[src/rtl/mem_port_arbiter.sv]
`default_nettype none
// ============================================================================
// mem_port_arbiter
// Shares one req/ack memory port between instruction fetch and the MEM stage,
// with round-robin tie-break, stall generation and a per-access watchdog.
// Revision: 1.0
// ============================================================================
module mem_port_arbiter #(
  parameter int unsigned TIMEOUT_CYCLES = 255
) (
  input  logic        clk,
  input  logic        reset,
  input  logic        if_req,
  input  logic [31:0] if_addr,
  output logic [31:0] if_rdata,
  output logic        if_done,
  output logic        StallF,
  input  logic        mem_read,
  input  logic [3:0]  mem_write,
  input  logic [31:0] mem_addr,
  input  logic [31:0] mem_wdata,
  output logic [31:0] mem_rdata,
  output logic        mem_done,
  output logic        StallM,
  output logic        bus_req,
  output logic [3:0]  bus_we,
  output logic [31:0] bus_addr,
  output logic [31:0] bus_wdata,
  input  logic        bus_ack,
  input  logic [31:0] bus_rdata,
  output logic        err
);

  localparam logic [1:0]  S_IDLE       = 2'd0;
  localparam logic [1:0]  S_GNT_IF     = 2'd1;
  localparam logic [1:0]  S_GNT_MEM    = 2'd2;
  localparam logic [15:0] TIMEOUT_LAST = 16'(TIMEOUT_CYCLES - 1);

  logic [1:0]  state_q, state_d;
  logic        bus_req_q, bus_req_d;
  logic [3:0]  bus_we_q, bus_we_d;
  logic [31:0] bus_addr_q, bus_addr_d;
  logic [31:0] bus_wdata_q, bus_wdata_d;
  logic [31:0] if_rdata_q, if_rdata_d;
  logic [31:0] mem_rdata_q, mem_rdata_d;
  logic        if_done_q, if_done_d;
  logic        mem_done_q, mem_done_d;
  logic        err_q, err_d;
  logic [15:0] wd_cnt_q, wd_cnt_d;
  logic        last_mem_q, last_mem_d;

  logic        mem_access;
  logic        mem_pending;
  logic        if_pending;
  logic        grant_mem;
  logic        grant_if;
  logic        timeout;
  logic        finish;
  logic [31:0] finish_data;

  // A requester whose done pulse is high has already been served this access.
  assign mem_access  = mem_read | (mem_write != 4'h0);
  assign mem_pending = mem_access & ~mem_done_q;
  assign if_pending  = if_req & ~if_done_q;
  assign grant_mem   = mem_pending & (~if_pending | ~last_mem_q);
  assign grant_if    = if_pending & ~grant_mem;
  assign timeout     = (wd_cnt_q == TIMEOUT_LAST);
  assign finish      = bus_ack | timeout;
  assign finish_data = bus_ack ? bus_rdata : 32'h0;

  always_ff @(posedge clk) begin
    if (reset) begin
      state_q     <= S_IDLE;
      bus_req_q   <= 1'b0;
      bus_we_q    <= 4'h0;
      bus_addr_q  <= 32'h0;
      bus_wdata_q <= 32'h0;
      if_rdata_q  <= 32'h0;
      mem_rdata_q <= 32'h0;
      if_done_q   <= 1'b0;
      mem_done_q  <= 1'b0;
      err_q       <= 1'b0;
      wd_cnt_q    <= 16'h0;
      last_mem_q  <= 1'b0;
    end else begin
      state_q     <= state_d;
      bus_req_q   <= bus_req_d;
      bus_we_q    <= bus_we_d;
      bus_addr_q  <= bus_addr_d;
      bus_wdata_q <= bus_wdata_d;
      if_rdata_q  <= if_rdata_d;
      mem_rdata_q <= mem_rdata_d;
      if_done_q   <= if_done_d;
      mem_done_q  <= mem_done_d;
      err_q       <= err_d;
      wd_cnt_q    <= wd_cnt_d;
      last_mem_q  <= last_mem_d;
    end
  end

  always_comb begin
    state_d = state_q;
    case (state_q)
      S_IDLE: begin
        if (grant_mem) begin
          state_d = S_GNT_MEM;
        end else if (grant_if) begin
          state_d = S_GNT_IF;
        end
      end
      S_GNT_IF, S_GNT_MEM: begin
        if (finish) begin
          state_d = S_IDLE;
        end
      end
      default: state_d = S_IDLE;
    endcase
  end

  always_comb begin
    bus_req_d   = bus_req_q;
    bus_we_d    = bus_we_q;
    bus_addr_d  = bus_addr_q;
    bus_wdata_d = bus_wdata_q;
    if_rdata_d  = if_rdata_q;
    mem_rdata_d = mem_rdata_q;
    if_done_d   = 1'b0;
    mem_done_d  = 1'b0;
    err_d       = err_q;
    wd_cnt_d    = wd_cnt_q;
    last_mem_d  = last_mem_q;
    case (state_q)
      S_IDLE: begin
        if (grant_mem) begin
          bus_req_d   = 1'b1;
          bus_we_d    = mem_write;
          bus_addr_d  = mem_addr;
          bus_wdata_d = mem_wdata;
          wd_cnt_d    = 16'h0;
          last_mem_d  = 1'b1;
        end else if (grant_if) begin
          bus_req_d  = 1'b1;
          bus_we_d   = 4'h0;
          bus_addr_d = if_addr;
          wd_cnt_d   = 16'h0;
          last_mem_d = 1'b0;
        end
      end
      S_GNT_IF, S_GNT_MEM: begin
        if (finish) begin
          bus_req_d = 1'b0;
          err_d     = err_q | ~bus_ack;
          if (state_q == S_GNT_MEM) begin
            mem_rdata_d = finish_data;
            mem_done_d  = 1'b1;
          end else begin
            if_rdata_d = finish_data;
            if_done_d  = 1'b1;
          end
        end else begin
          wd_cnt_d = wd_cnt_q + 16'd1;
        end
      end
      default: ;
    endcase
  end

  assign StallM    = mem_access & ~mem_done_q;
  assign StallF    = if_req & ~if_done_q;
  assign bus_req   = bus_req_q;
  assign bus_we    = bus_we_q;
  assign bus_addr  = bus_addr_q;
  assign bus_wdata = bus_wdata_q;
  assign if_rdata  = if_rdata_q;
  assign mem_rdata = mem_rdata_q;
  assign if_done   = if_done_q;
  assign mem_done  = mem_done_q;
  assign err       = err_q;

endmodule
`default_nettype wire

[config.mk]
export PLATFORM = sky130hd
export DESIGN_NAME = mem_port_arbiter
export DESIGN_NICKNAME = d
export VERILOG_FILES = /design/src/rtl/mem_port_arbiter.sv
export SDC_FILE = /design/constraint.sdc
export NUM_CORES = 1
export LEC_CHECK = 0
export CAP_MARGIN = 10
export CORE_MARGIN = 3
export CORE_UTILIZATION = 39
export CTS_CLUSTER_SIZE = 12
export DETAILED_ROUTE_END_ITERATION = 7
export PLACE_DENSITY = 0.77
export REMOVE_ABC_BUFFERS = 1
export SLEW_MARGIN = 15
export SYNTH_ARGS = -nofsm -noshare
export SYNTH_HDL_FRONTEND = slang
export SYNTH_SLANG_ARGS = --single-unit
[constraint.sdc]
create_clock -name clk -period 1.87 [get_ports clk]
set_input_delay 0.561 -clock clk [delete_from_list [all_inputs] [get_ports clk]]
set_output_delay 0.561 -clock clk [all_outputs]
set_load 0.005 [all_outputs]
---- Word-level counts from Yosys, hierarchy flattened ----
Cells that the tools add are included.
word-level totals
  bits in registers ....................... 155
  bits of input ports ..................... 137
  output and inout bits ................... 138
operators by class
  add/sub/neg operators ................... 1
  equality and inequality tests ........... 6
  multiplexer cells ....................... 21
  bitwise gates (word level) .............. 17
  reductions and logical operators ........ 14
operators by type and width
  operator                                         number
  two-way mux 32 bit                               3
  two-way mux 16 bit                               3
  case mux 16 bit (2 select lines)                 1
  adder 16 x 1 -> 16 bit (second input constant)   1
  == test 16 x 8 -> 1 bit (second input constant)  1
  AND reduction 3 bit                              4
  inverter 1 bit                                   9
  two-way mux 4 bit                                2
  AND reduction 2 bit                              4
  two-way mux 1 bit                                7
  two-way mux 2 bit                                3
  AND 1 bit                                        4
  != test 2 bit (second input constant)            2
  OR 1 bit                                         4
  case mux 2 bit (2 select lines)                  1
  nonzero test 2 bit                               2
  nonzero test 4 bit                               1
  != test 3 bit (second input constant)            1
  OR reduction 3 bit                               1
  == test 2 x 1 -> 1 bit (second input constant)   1
  == test 2 bit (second input constant)            1
  zero test 2 bit                                  1
  case mux 1 bit (2 select lines)                  1
  OR reduction 2 bit                               1

---- Logic depth before layout (Yosys ltp) ----
  word-level depth ........................ 10
  depth in mapped cells ................... 9

---- Worst setup path after synthesis ----
No wires, ideal clock.
  kind .................................... reg-to-reg
  start ................................... register state_q[1]
  end ..................................... register if_rdata_q[10], in the netlist if_rdata[10]
  arrival ................................. 1.866 ns
  required time ........................... 1.742 ns
  path slack .............................. -0.123 ns
  stages on the path, launching flop included .. 9
  buffers on the path ..................... 2
  period minus slack after synthesis ...... 1.993 ns
  cells stage by stage .................... dfxtp_1 -> inv_1 -> ha_1 -> clkbuf_1 -> clkinv_1 -> nor3_4 -> buf_8 -> mux2i_1 -> nor2_1
on the way
  longest elaborated chain between the ends .. 3
  elaborated cells on any way between the ends .. 5
  those cells by class .................... eq/ne (2); bitwise (1); reduce/logical (2)
RTL lines
  element                                                         RTL line  text
  from (decl)                                                     39        logic [1:0] state_q, state_d;
  from (signal assigned)                                          86        state_q <= state_d;
  == test 2 bit / == test 2 x 1 -> 1 bit (equally long branches)  132, 153
  OR reduction 2 bit / inverter 1 bit (equally long branches)     n/a
  AND reduction 3 bit (no source line) (*)                        n/a
  to (signal assigned)                                            91        if_rdata_q <= if_rdata_d;
  to (decl)                                                       44        logic [31:0] if_rdata_q, if_rdata_d;
Mark *: on every way between the ends. The rest lies on a longest branch, timed or not.
A chain may end at the register's enable or synchronous reset.

---- Worst setup path after layout ----
  start ................................... register wd_cnt_q[0]
  end ..................................... register if_rdata_q[8], in the netlist if_rdata[8]
on the way
  longest elaborated chain between the ends .. 3
RTL lines
  element                               RTL line  text
  from (decl)                           49        logic [15:0] wd_cnt_q, wd_cnt_d;
  from (signal assigned)                96        wd_cnt_q <= wd_cnt_d;
  == test 16 x 8 -> 1 bit               67        assign timeout = (wd_cnt_q == TIMEOUT_LAST);
  OR 1 bit                              68        assign finish = bus_ack | timeout;
  AND reduction 3 bit (no source line)  n/a
Every way passes these cells.

==> impl_metrics.tcl <==
set metrics [dict create \
    outcome "finished with violations" \
    failing_checks "setup timing" \
    grt_pass1_vias 6214 \
    grt_pass1_wl_um 31600 \
    start_util_pct 40.3 \
    cts_buffers 17 \
    crit_fanout 8 \
    worst_slew_margin_rel_pct 71.8 \
    critPathBufInv 3 \
    multi_input_comb_area_sq_mm 0.00316 \
    netlist-cell-type-count 50 \
    max_slew.worst_pin.slew_ns 0.423 \
    regArea_sq_mm 0.00311 \
    gr-usage-all-layers_pct 21.7 \
    placement.cell_area_sq_mm 0.00966 \
    die_height_um 135 \
    nets 1172 \
    fin_crit_sh_pct 108 \
    setup-tns-final_ns -2.95 \
    remaining_drc_errors 0 \
    timing.fmax_mhz 496 \
    postLayoutCellArea_sq_mm 0.0108 \
    synth-edff-count 0 \
    cap_viol_max_count 0 \
    yosysTopAreaCellShare_pct 47.8 \
    netlist.top_cell.by_area "sky130_fd_sc_hd__dfxtp_1" \
    crit_path_max_incr_delay_ns 0.32 \
    synthesis.yosys.warnings 0 \
    drt.antenna.violating_nets 0 \
    peakVddDrop_uv 713 \
    tritoncts "yes" \
    root_buffer "sky130_fd_sc_hd__clkbuf_16" \
    insertion_delay_ns 0.42 \
    p_per_area_mw_per_mm2 1080 \
    floorplan.die_area_sq_mm 0.0182 \
    floorplan.rows 46 \
    p_leak_nw 5.34 \
    vias_post_dr 6427 \
    htreeDepth 4 \
    simple_logic_cell_fraction_of_the_synthesized_area_pct 21.7 \
    fin_skew_ns 0.0108 \
    worst-setup-path-type "flip-flop to flip-flop" \
    clock-sinks 155 \
    cp_slowest_cell "sky130_fd_sc_hd__dfxtp_2" \
    antenna_found_initial 0 \
    design.core.area_sq_mm 0.0161 \
    synth-compound-area-share_pct 14.6 \
    gp_congestion 0.791 \
    firstDrtPassIters 5 \
    synth_sequential_area_ratio_pct 47.8 \
    synth.top_cells.by_count "155 x sky130_fd_sc_hd__dfxtp_1, 112 x sky130_fd_sc_hd__nand2_1, 80 x sky130_fd_sc_hd__nor2_1" \
    final_period_minus_worst_setup_slack_ns 2.02 \
    main_combinational_cell_family_by_area_after_synthesis "simple AND/OR/NAND/NOR gates" \
    final_layout_size_suffix_gt1_share_pct 12.8 \
    postCtsHoldBufs 0 \
    grt_overflow_total 0 \
    timing.critical_path.from_type "flip-flop" \
    cts-root-to-sink-buffers 2 \
    timing.critical_path.to_type "flip-flop" \
    antenna_cells_inserted 0 \
    crit_family "simple AND/OR/NAND/NOR gates" \
    netlist_instances 738 \
    synthAdderAreaFrac_pct 0.771 \
    netlist_top_cells_area "sky130_fd_sc_hd__dfxtp_1 48%, sky130_fd_sc_hd__mux2i_1 10%, sky130_fd_sc_hd__nand2_1 6.5%" \
    clkTransAtPathRegs_ns 0.06 \
    area_growth_pct 66.0 \
    place.detailed.hpwl_um 13400 \
    grt_start_max_net_pins 67 \
    synth_mux_area_share_pct 10.2 \
    synth_seq_cells 155 \
    synth_most_common_cell "sky130_fd_sc_hd__dfxtp_1" \
    slew_viol_final 0 \
    critical_path_arrival_ns 2.32 \
    synth_top_flop_cell "sky130_fd_sc_hd__dfxtp_1" \
    setup_violations 37 \
    die_width_um 135 \
    cp_cell_sequence "inv_2 > ha_1 > nor4b_4 > a41oi_4 > nor3_4 > buf_6 > clkbuf_16 > mux2i_1 > nor2_1" \
    worst_hold_path_type "flip-flop to flip-flop" \
    worst_slack_ns -0.146 \
    route.detailed.wl_per_inst_um 16.9 \
    dr.first_iter.drc_count 316 \
    setup_repair_after_global_routing_missed_its_margin "true" \
    worst-endpoint-required_ns 2.17 \
    design.portCount 275 \
    filler_cell_count 1311 \
    synth_area_sq_mm 0.00649 \
    post_synth_xor_area_fraction_pct 0 \
    detail_route.wirelength_um 21200 \
    io_buffers 274 \
    synth.avg_cell_area_sq_um 8.80 \
    asyncSetResetFlopFracSynth_pct 0 \
    timing.final.hold_violations 0 \
    via_per_instance_ratio 5.11 \
]
## per-stage QoR
stage / std cells / setup WS (ns) / utilization, % / hold slack (ns) / total power, mW
CTS: 1252 / -0.0653 / 64.6 / 0.454 / 11.5
floorplan: 676 / -1.64 / - / 0.447 / 5.69
global route: 1258 / -0.228 / 66.9 / 0.462 / 12.2
global placement: 1209 / -0.575 / 60.0 / 0.440 / 7.77
detailed placement: 1209 / -0.634 / 60.0 / 0.446 / 7.81
finish: 1258 / -0.146 / 66.9 / 0.449 / 11.6
## placed cells by master, fill, tap and decap left out, drive strengths merged, types with 7 or more instances in the layout
master | synthesis | layout
clkdlybuf4s50 | 0 | 182
dfxtp | 155 | 155
nand2 | 112 | 112
nor2 | 81 | 81
a21oi | 75 | 75
dlymetal6s2s | 0 | 70
mux2i | 65 | 65
buf | 21 | 61
nand4 | 36 | 36
and2 | 35 | 35
a211oi | 33 | 33
clkbuf | 41 | 29
dlygate4sd2 | 0 | 15
o21ai | 9 | 9
nand3 | 8 | 8
nor4 | 8 | 8
inv | 6 | 7
nor3 | 7 | 7
## what timing repair did
item / in CTS / in global routing
setup buffers: 10 / 2
endpoints found under the setup margin: 130 / 174
cloned: 3 / 5
gates resized for setup: 39 / 97
pin swaps: 4 / 9
## cell type report
cell class	count	area share, %
Tap cell	216	2.51
Inverter	7	0.255
Clock buffer	21	4.37
Multi-Input combinational cell	514	29.3
Clock inverter	9	1.06
Timing Repair Buffer	336	33.6
Sequential cell	155	28.9
## power breakdown
group          internal (mW)  switching (mW)
clock                   2.06            1.37
sequential              3.78           0.231
combinational           2.16            2.00
total                   8.00            3.60
## tightest hold or removal path: stages, from the launching register on
cell and delay, ns:
sky130_fd_sc_hd__dfxtp_1 0.30, sky130_fd_sc_hd__nand2_1 0.05, sky130_fd_sc_hd__a21oi_1 0.05
## path summary, 6_finish.rpt
check,startpoint,to,slack [ns],cells after the start
hold / removal,mem_rdata[8],mem_rdata[8],0.45,2
setup reg to reg,wd_cnt_q[0],if_rdata[8],-0.15,9
hold reg to reg,mem_rdata[8],mem_rdata[8],0.45,2
setup / recovery,wd_cnt_q[0],if_rdata[8],-0.15,9
## layer usage
| metal | up-vias | global-route usage [%] | wire (um) |
|---|---|---|---|
| met2 | 235 | 37.4 | 10500 |
| met3 | 16 | 8.31 | 1900 |
| met5 | - | 0 | 0 |
| li1 | 3169 | - | - |
| met1 | 3007 | 25.3 | 8580 |
| met4 | 0 | 5.60 | 226 |
## registers in the layout, indices dropped and copies added, names as in the netlist
| name | flops |
|---|---|
| bus_wdata | 32 |
| mem_rdata | 32 |
| err | 1 |
| wd_cnt_q | 16 |
| state_q | 2 |
| last_mem_q | 1 |
| mem_done | 1 |
| if_rdata | 32 |
| bus_we | 4 |
| bus_addr | 32 |
| if_done | 1 |
| bus_req | 1 |
## kinds of logic after synthesis
family,after synthesis
AO/OA/AOI/OAI,147
adder cells (fa/ha/maj),4
flip-flops,155
multiplexers,66
buffers and inverters,69
AND/OR/NAND/NOR,297
Note: power is estimated with default switching activity, not from simulation.
